--- src/rtl/mult_acc_seq.sv ---
// Channel-serial MAC engine: one K*K*C window per handshake, one channel per cycle
// through K*K multipliers, then bias, optional ReLU and saturation to OUTPUT_WIDTH.
module mult_acc_seq #(
  parameter int DATA_WIDTH   = 8,
  parameter int WEIGHT_WIDTH = 8,
  parameter int KERNEL_SIZE  = 3,
  parameter int IN_CHANNEL   = 3,
  parameter int OUTPUT_WIDTH = 20,
  parameter int BIAS_WIDTH   = 16,
  parameter int SIGNED_MODE  = 0
) (
  input  logic                                                  clk,
  input  logic                                                  rst_n,
  input  logic                                                  weight_valid,
  output logic                                                  weight_ready,
  input  logic [IN_CHANNEL*KERNEL_SIZE*KERNEL_SIZE*WEIGHT_WIDTH-1:0] weight_in,
  input  logic [BIAS_WIDTH-1:0]                                 bias_in,
  input  logic                                                  relu_en,
  input  logic                                                  window_valid,
  output logic                                                  window_ready,
  input  logic [IN_CHANNEL*KERNEL_SIZE*KERNEL_SIZE*DATA_WIDTH-1:0]   window_in,
  output logic                                                  conv_valid,
  input  logic                                                  conv_ready,
  output logic [OUTPUT_WIDTH-1:0]                               conv_out
);

  localparam int KK        = KERNEL_SIZE * KERNEL_SIZE;
  localparam int NE        = IN_CHANNEL * KK;
  localparam int SUM_W     = DATA_WIDTH + WEIGHT_WIDTH + $clog2(NE);
  localparam int ACC_WIDTH = ((SUM_W > BIAS_WIDTH) ? SUM_W : BIAS_WIDTH) + 2;
  localparam int PROD_W    = DATA_WIDTH + WEIGHT_WIDTH + 2;
  localparam int CMP_W     = ((ACC_WIDTH > OUTPUT_WIDTH) ? ACC_WIDTH : OUTPUT_WIDTH) + 2;
  localparam int CNT_W     = (IN_CHANNEL > 1) ? $clog2(IN_CHANNEL) : 1;
  localparam int IDX_W     = (NE > 1) ? $clog2(NE) : 1;
  localparam logic SGN     = (SIGNED_MODE != 0);

  // Clamp bounds held in a width that contains both the accumulator and the output range.
  localparam logic signed [CMP_W-1:0] ONE    = CMP_W'(1);
  localparam logic signed [CMP_W-1:0] SAT_HI = SGN ? ((ONE <<< (OUTPUT_WIDTH-1)) - ONE)
                                                   : ((ONE <<< OUTPUT_WIDTH) - ONE);
  localparam logic signed [CMP_W-1:0] SAT_LO = SGN ? -(ONE <<< (OUTPUT_WIDTH-1)) : '0;

  typedef enum logic [1:0] {S_IDLE, S_MAC, S_POST, S_OUT} state_t;

  state_t                        state_q, state_d;
  logic [CNT_W-1:0]              ch_cnt_q, ch_cnt_d;
  logic signed [ACC_WIDTH-1:0]   acc_q, acc_d;
  logic [NE*WEIGHT_WIDTH-1:0]    weight_q, weight_d;
  logic [BIAS_WIDTH-1:0]         bias_q, bias_d;
  logic                          relu_q, relu_d;
  logic                          loaded_q, loaded_d;
  logic [NE*DATA_WIDTH-1:0]      window_q, window_d;
  logic                          conv_valid_q, conv_valid_d;
  logic [OUTPUT_WIDTH-1:0]       conv_out_q, conv_out_d;

  logic [WEIGHT_WIDTH-1:0]       w_elem [NE];
  logic [DATA_WIDTH-1:0]         x_elem [NE];
  logic signed [PROD_W-1:0]      prod   [KK];
  logic signed [ACC_WIDTH-1:0]   mac_sum;
  logic signed [ACC_WIDTH-1:0]   bias_ext;
  logic signed [ACC_WIDTH-1:0]   post_sum;
  logic signed [CMP_W-1:0]       post_wide;
  logic [OUTPUT_WIDTH-1:0]       sat_val;
  logic                          win_fire;

  // Weights are packed highest-index-first, windows lowest-index-first.
  generate
    for (genvar gi = 0; gi < NE; gi++) begin : g_unpack
      assign w_elem[gi] = weight_q[(NE-1-gi)*WEIGHT_WIDTH +: WEIGHT_WIDTH];
      assign x_elem[gi] = window_q[gi*DATA_WIDTH +: DATA_WIDTH];
    end
  endgenerate

  // One multiplier per kernel tap; the channel counter selects which slice feeds it.
  generate
    for (genvar gi = 0; gi < KK; gi++) begin : g_lane
      logic [IDX_W-1:0]              idx;
      logic [DATA_WIDTH-1:0]         x_sel;
      logic [WEIGHT_WIDTH-1:0]       w_sel;
      logic signed [DATA_WIDTH:0]    x_ext;
      logic signed [WEIGHT_WIDTH:0]  w_ext;

      assign idx      = IDX_W'(32'(ch_cnt_q) * KK + gi);
      assign x_sel    = x_elem[idx];
      assign w_sel    = w_elem[idx];
      assign x_ext    = $signed({SGN & x_sel[DATA_WIDTH-1], x_sel});
      assign w_ext    = $signed({SGN & w_sel[WEIGHT_WIDTH-1], w_sel});
      assign prod[gi] = x_ext * w_ext;
    end
  endgenerate

  always_comb begin
    mac_sum = '0;
    for (int i = 0; i < KK; i++) begin
      mac_sum = mac_sum + ACC_WIDTH'(prod[i]);
    end
  end

  always_comb begin
    if (SGN) begin
      bias_ext = ACC_WIDTH'($signed(bias_q));
    end else begin
      bias_ext = ACC_WIDTH'(bias_q);
    end
    post_sum = acc_q + bias_ext;
    if (SGN && relu_q && post_sum[ACC_WIDTH-1]) begin
      post_sum = '0;
    end
    post_wide = CMP_W'(post_sum);
    if (post_wide > SAT_HI) begin
      sat_val = SAT_HI[OUTPUT_WIDTH-1:0];
    end else if (post_wide < SAT_LO) begin
      sat_val = SAT_LO[OUTPUT_WIDTH-1:0];
    end else begin
      sat_val = post_wide[OUTPUT_WIDTH-1:0];
    end
  end

  assign weight_ready = (state_q == S_IDLE);
  assign window_ready = loaded_q & ((state_q == S_IDLE) | ((state_q == S_OUT) & conv_ready));
  assign win_fire     = window_valid & window_ready;

  always_comb begin
    state_d      = state_q;
    ch_cnt_d     = ch_cnt_q;
    acc_d        = acc_q;
    weight_d     = weight_q;
    bias_d       = bias_q;
    relu_d       = relu_q;
    loaded_d     = loaded_q;
    window_d     = window_q;
    conv_valid_d = conv_valid_q;
    conv_out_d   = conv_out_q;

    case (state_q)
      S_IDLE: begin
        if (weight_valid) begin
          weight_d = weight_in;
          bias_d   = bias_in;
          relu_d   = relu_en;
          loaded_d = 1'b1;
        end
        if (win_fire) begin
          window_d = window_in;
          acc_d    = '0;
          ch_cnt_d = '0;
          state_d  = S_MAC;
        end
      end
      S_MAC: begin
        acc_d    = acc_q + mac_sum;
        ch_cnt_d = ch_cnt_q + 1'b1;
        if (ch_cnt_q == CNT_W'(IN_CHANNEL-1)) begin
          state_d = S_POST;
        end
      end
      S_POST: begin
        conv_out_d   = sat_val;
        conv_valid_d = 1'b1;
        state_d      = S_OUT;
      end
      S_OUT: begin
        // A window accepted alongside the result drain restarts MAC without an IDLE bubble.
        if (conv_ready) begin
          conv_valid_d = 1'b0;
          if (win_fire) begin
            window_d = window_in;
            acc_d    = '0;
            ch_cnt_d = '0;
            state_d  = S_MAC;
          end else begin
            state_d = S_IDLE;
          end
        end
      end
      default: begin
        state_d = S_IDLE;
      end
    endcase
  end

  always_ff @(posedge clk or negedge rst_n) begin
    if (!rst_n) begin
      state_q      <= S_IDLE;
      ch_cnt_q     <= '0;
      acc_q        <= '0;
      weight_q     <= '0;
      bias_q       <= '0;
      relu_q       <= 1'b0;
      loaded_q     <= 1'b0;
      window_q     <= '0;
      conv_valid_q <= 1'b0;
      conv_out_q   <= '0;
    end else begin
      state_q      <= state_d;
      ch_cnt_q     <= ch_cnt_d;
      acc_q        <= acc_d;
      weight_q     <= weight_d;
      bias_q       <= bias_d;
      relu_q       <= relu_d;
      loaded_q     <= loaded_d;
      window_q     <= window_d;
      conv_valid_q <= conv_valid_d;
      conv_out_q   <= conv_out_d;
    end
  end

  assign conv_valid = conv_valid_q;
  assign conv_out   = conv_out_q;

endmodule

--- config.mk ---
export PLATFORM = sky130hd
export DESIGN_NAME = mult_acc_seq
export DESIGN_NICKNAME = d
export VERILOG_FILES = /design/src/rtl/mult_acc_seq.sv
export SDC_FILE = /design/constraint.sdc
export NUM_CORES = 2
export LEC_CHECK = 0
export CAP_MARGIN = 0
export CORE_MARGIN = 2
export CORE_UTILIZATION = 40
export CTS_BUF_LIST = sky130_fd_sc_hd__clkbuf_8
export DETAILED_ROUTE_END_ITERATION = 10
export HOLD_SLACK_MARGIN = 0.15
export PLACE_DENSITY = 0.59
export REMOVE_ABC_BUFFERS = 1
export SYNTH_ARGS = -nofsm -noshare
export SYNTH_HDL_FRONTEND = slang
export SYNTH_SLANG_ARGS = --single-unit
--- constraint.sdc ---
create_clock -name clk -period 33.6 [get_ports clk]
set_input_delay 5.04 -clock clk [delete_from_list [all_inputs] [get_ports clk]]
set_output_delay 5.04 -clock clk [all_outputs]
set_load 0.005 [all_outputs]
==> impl_results.md <==
- Status: finished, final reports clean
- DP Area: ~60000 sq um
- Initial Utilization: 0.4015
- Hold_buf cts: 0
- Clock insertion delay at the later pin of the skew report: 0.83 ns
- Hold Vio Cnt, Final: 0
- Cell Area, Synth: between 50000 and 60000 sq um
- Clk_skew: ~0.077 ns
- Routability cong.: 0.9696
- H-tree depth: 3
- Cells after Synth: about 5000
- CTS Buffer Depth: 3
- # IOs: between 400 and 500
- Hold Crit Class: register to register
- I/O Buffers: between 400 and 500
- Die Wd: roughly 360 um
- Final core utilization: 0.4691
- Die height: 364.0 um
- Total die area: between 100000 and 150000 sq um
- Fin area: roughly 61000 sq um
- Post-CTS Setup Repair Bufs: 0
- Standard-cell rows: approximately 130
- Final setup vio count: 0
- Leading area contributor after synthesis: dfrtp_1
- Seq/Total Area, Yosys: 0.2399
- YS warnings: 0
- Root buffer selected by CTS: clkbuf_8
- Worst slew pin tran: 1.323 ns
- CP dominant cell by count: fa_1
- Netlist cell types: 70
- Crit-path slowest cell: inv_1
- Slew headroom: 0.1177
- CTS tree: built
- Critical path type: register to register
- DRT iter0 DRCs: about 2900
- Setup ws final: ~20 ns
- WL/cell: 24.90 um
- TNS Setup: 0 ns
- Arrival time worst endpoint: 14.31 ns
- Post-synth EDFFs: 0
- Met3 Use GR: 0.04202
- Area contributors post-synth: dfrtp_1 24%, fa_1 21%, mux2_2 10%
- Buf/Inv on CP: 11
- Post-DP HPWL: about 140 mm
- Pre-CTS WS: approximately 20 ns
- Top cell type's share of synthesized area: 0.2399
- Via count: between 30000 and 40000
- Crit path max fanout: 58
- TritonCTS Buffers: 91
- Core area: 129200 sq um
- Max-slew violations: 0
- First-pass GRT wire length: between 200 and 300 mm
- Max Cap Viol: 0
- Vias in the first global route: between 40000 and 50000
- M1 GR Usage: 0.3573
- Syn_area_per_cell: approximately 11 sq um
- Crit path max-delay family: adder cells
- Clock Sinks: slightly below 500
- Layer with the highest usage: met2
- Clock transition at the registers of the reported paths: 0.06 ns
- Final net count: about 6600
- CP Capture Type: register
- Required time of the worst setup path: approximately 34 ns
- Crit path time final: between 10 and 15 ns
- Layout area overhead: 16.85%
- Share of cells above drive strength 1: 0.1883
- All-Layer GR Usage: 0.2717
- DRT antenna net count: 0
- Worst Setup Start Kind: register
- Fin crit share: 0.4068
- Top_reg_cell synth: dfrtp_1
- Fmax: 73.17 MHz
- Gr ovfl total: 0
- Vias per cell: ~5.5
- Asr flop ratio synth: 1.000
- Largest net degree at the start of global routing: approximately 160
- Post_cts resized: 0
- Pre-Repair DR Iteration Count: 7
- Drt total wl: approximately 180 mm
- RSZ-0062 raised after global routing: no
- Met2 Use GR: 0.4349
- Critical path's largest stage delay: between 0.7 and 0.8 ns
- Initial antenna violation count: 7
- #FFs+latches synth: slightly below 500
- DRC: 0
-- Yosys cell counts, types with 8 or more instances --
library cell and count:
or2_2 67, mux2_2 482, nand2b_1 45, o21ai_0 67
a221o_1 8, a211o_1 11, nand2_1 276, and2_1 45
dfrtp_1 497, nor2_1 461, ha_1 300, nor2b_1 23
o22ai_1 79, a211oi_1 28, xor2_1 17, a21o_1 35
mux4_2 180, and3_1 11, fa_1 549, a31oi_1 10
a21oi_1 174, clkbuf_1 113, xnor2_1 27, buf_1 31
o21ai_1 33, inv_1 771, o221ai_2 18, mux2i_1 337
nor3_1 8, nand3_1 10, buf_2 67
-- path summary, 6_finish.rpt --
path,slack [ns],start,end,cells after the start
worst max register to register,19.93,ch_cnt_q[0],acc_q[20],42
min in group asynchronous,4.20,rst_n,window_q[7],1
worst max-delay path,19.93,ch_cnt_q[0],acc_q[20],42
worst min register to register,0.49,loaded_q,loaded_q,1
worst min-delay path,0.49,loaded_q,loaded_q,1
max in group asynchronous,26.83,rst_n,acc_q[16],3
-- layer usage --
metal,vias to the layer above,part of all wire
met4,4,0.057
met1,20380,0.42
met3,336,0.066
met5,-,0.00016
met2,1429,0.46
li1,17210,-
-- final cells by class --
cell class / count / area [sq um]
sequential: 497 / 12440
fill: 12320 / 68570
timing repair buffer: 569 / 5515
clock inverter: 44 / 250.2
inverter: 772 / 2902
tap: 1742 / 2180
antenna: 4 / 10.01
multi-input combinational: 3382 / 35700
clock buffer: 115 / 1583
-- state kept, by name, summed over array words and instances, names as in the netlist --
register,count
w_elem,216
acc_q,23
conv_valid,1
bias_q,16
state_q,2
loaded_q,1
window_q,216
ch_cnt_q,2
conv_out,20
-- metrics by stage --
step | hold WS [ns] | std cells
2_1_floorplan | 0.4489 | 4651
3_3_place_gp | 0.4653 | 6962
3_5_place_dp | 0.4729 | 6962
4_1_cts | 0.4883 | 7121
5_1_grt | 0.5081 | 7125
6_report | 0.4874 | 7125
-- placed cells by master (no fill, tap or decap), types with 35 or more instances in the layout --
| cell type | netlist | routed |
|---|---|---|
| or2_2 | 67 | 67 |
| o22ai_1 | 79 | 79 |
| buf_4 | 4 | 90 |
| mux2i_1 | 337 | 333 |
| a21oi_1 | 174 | 165 |
| inv_1 | 771 | 795 |
| nand2b_1 | 45 | 45 |
| dfrtp_1 | 497 | 495 |
| clkdlybuf4s50_1 | 0 | 474 |
| nand2_1 | 276 | 275 |
| mux2_2 | 482 | 482 |
| ha_1 | 300 | 296 |
| clkbuf_8 | 0 | 115 |
| nor2_1 | 461 | 459 |
| mux4_2 | 180 | 180 |
| and2_1 | 45 | 45 |
| o21ai_0 | 67 | 67 |
| a21o_1 | 35 | 35 |
| fa_1 | 549 | 549 |
-- cell families (layout without fill, tap and decap cells) --
| logic type | after synthesis | count (layout) | synth area share |
|---|---|---|---|
| adder cells (fa/ha/maj) | 849 | 849 | 0.2843 |
| AND/OR/NAND/NOR | 956 | 956 | 0.07941 |
| AO/OA/AOI/OAI | 533 | 533 | 0.06672 |
| other | 0 | 4 | 0 |
| flip-flops | 497 | 497 | 0.2399 |
| buffers and inverters | 990 | 1500 | 0.07403 |
| XOR/XNOR | 44 | 44 | 0.007432 |
| multiplexers | 1000 | 1000 | 0.2482 |
Power is not shown: default switching activity piles up to over one toggle a cycle in this logic, so the estimate is an artifact.
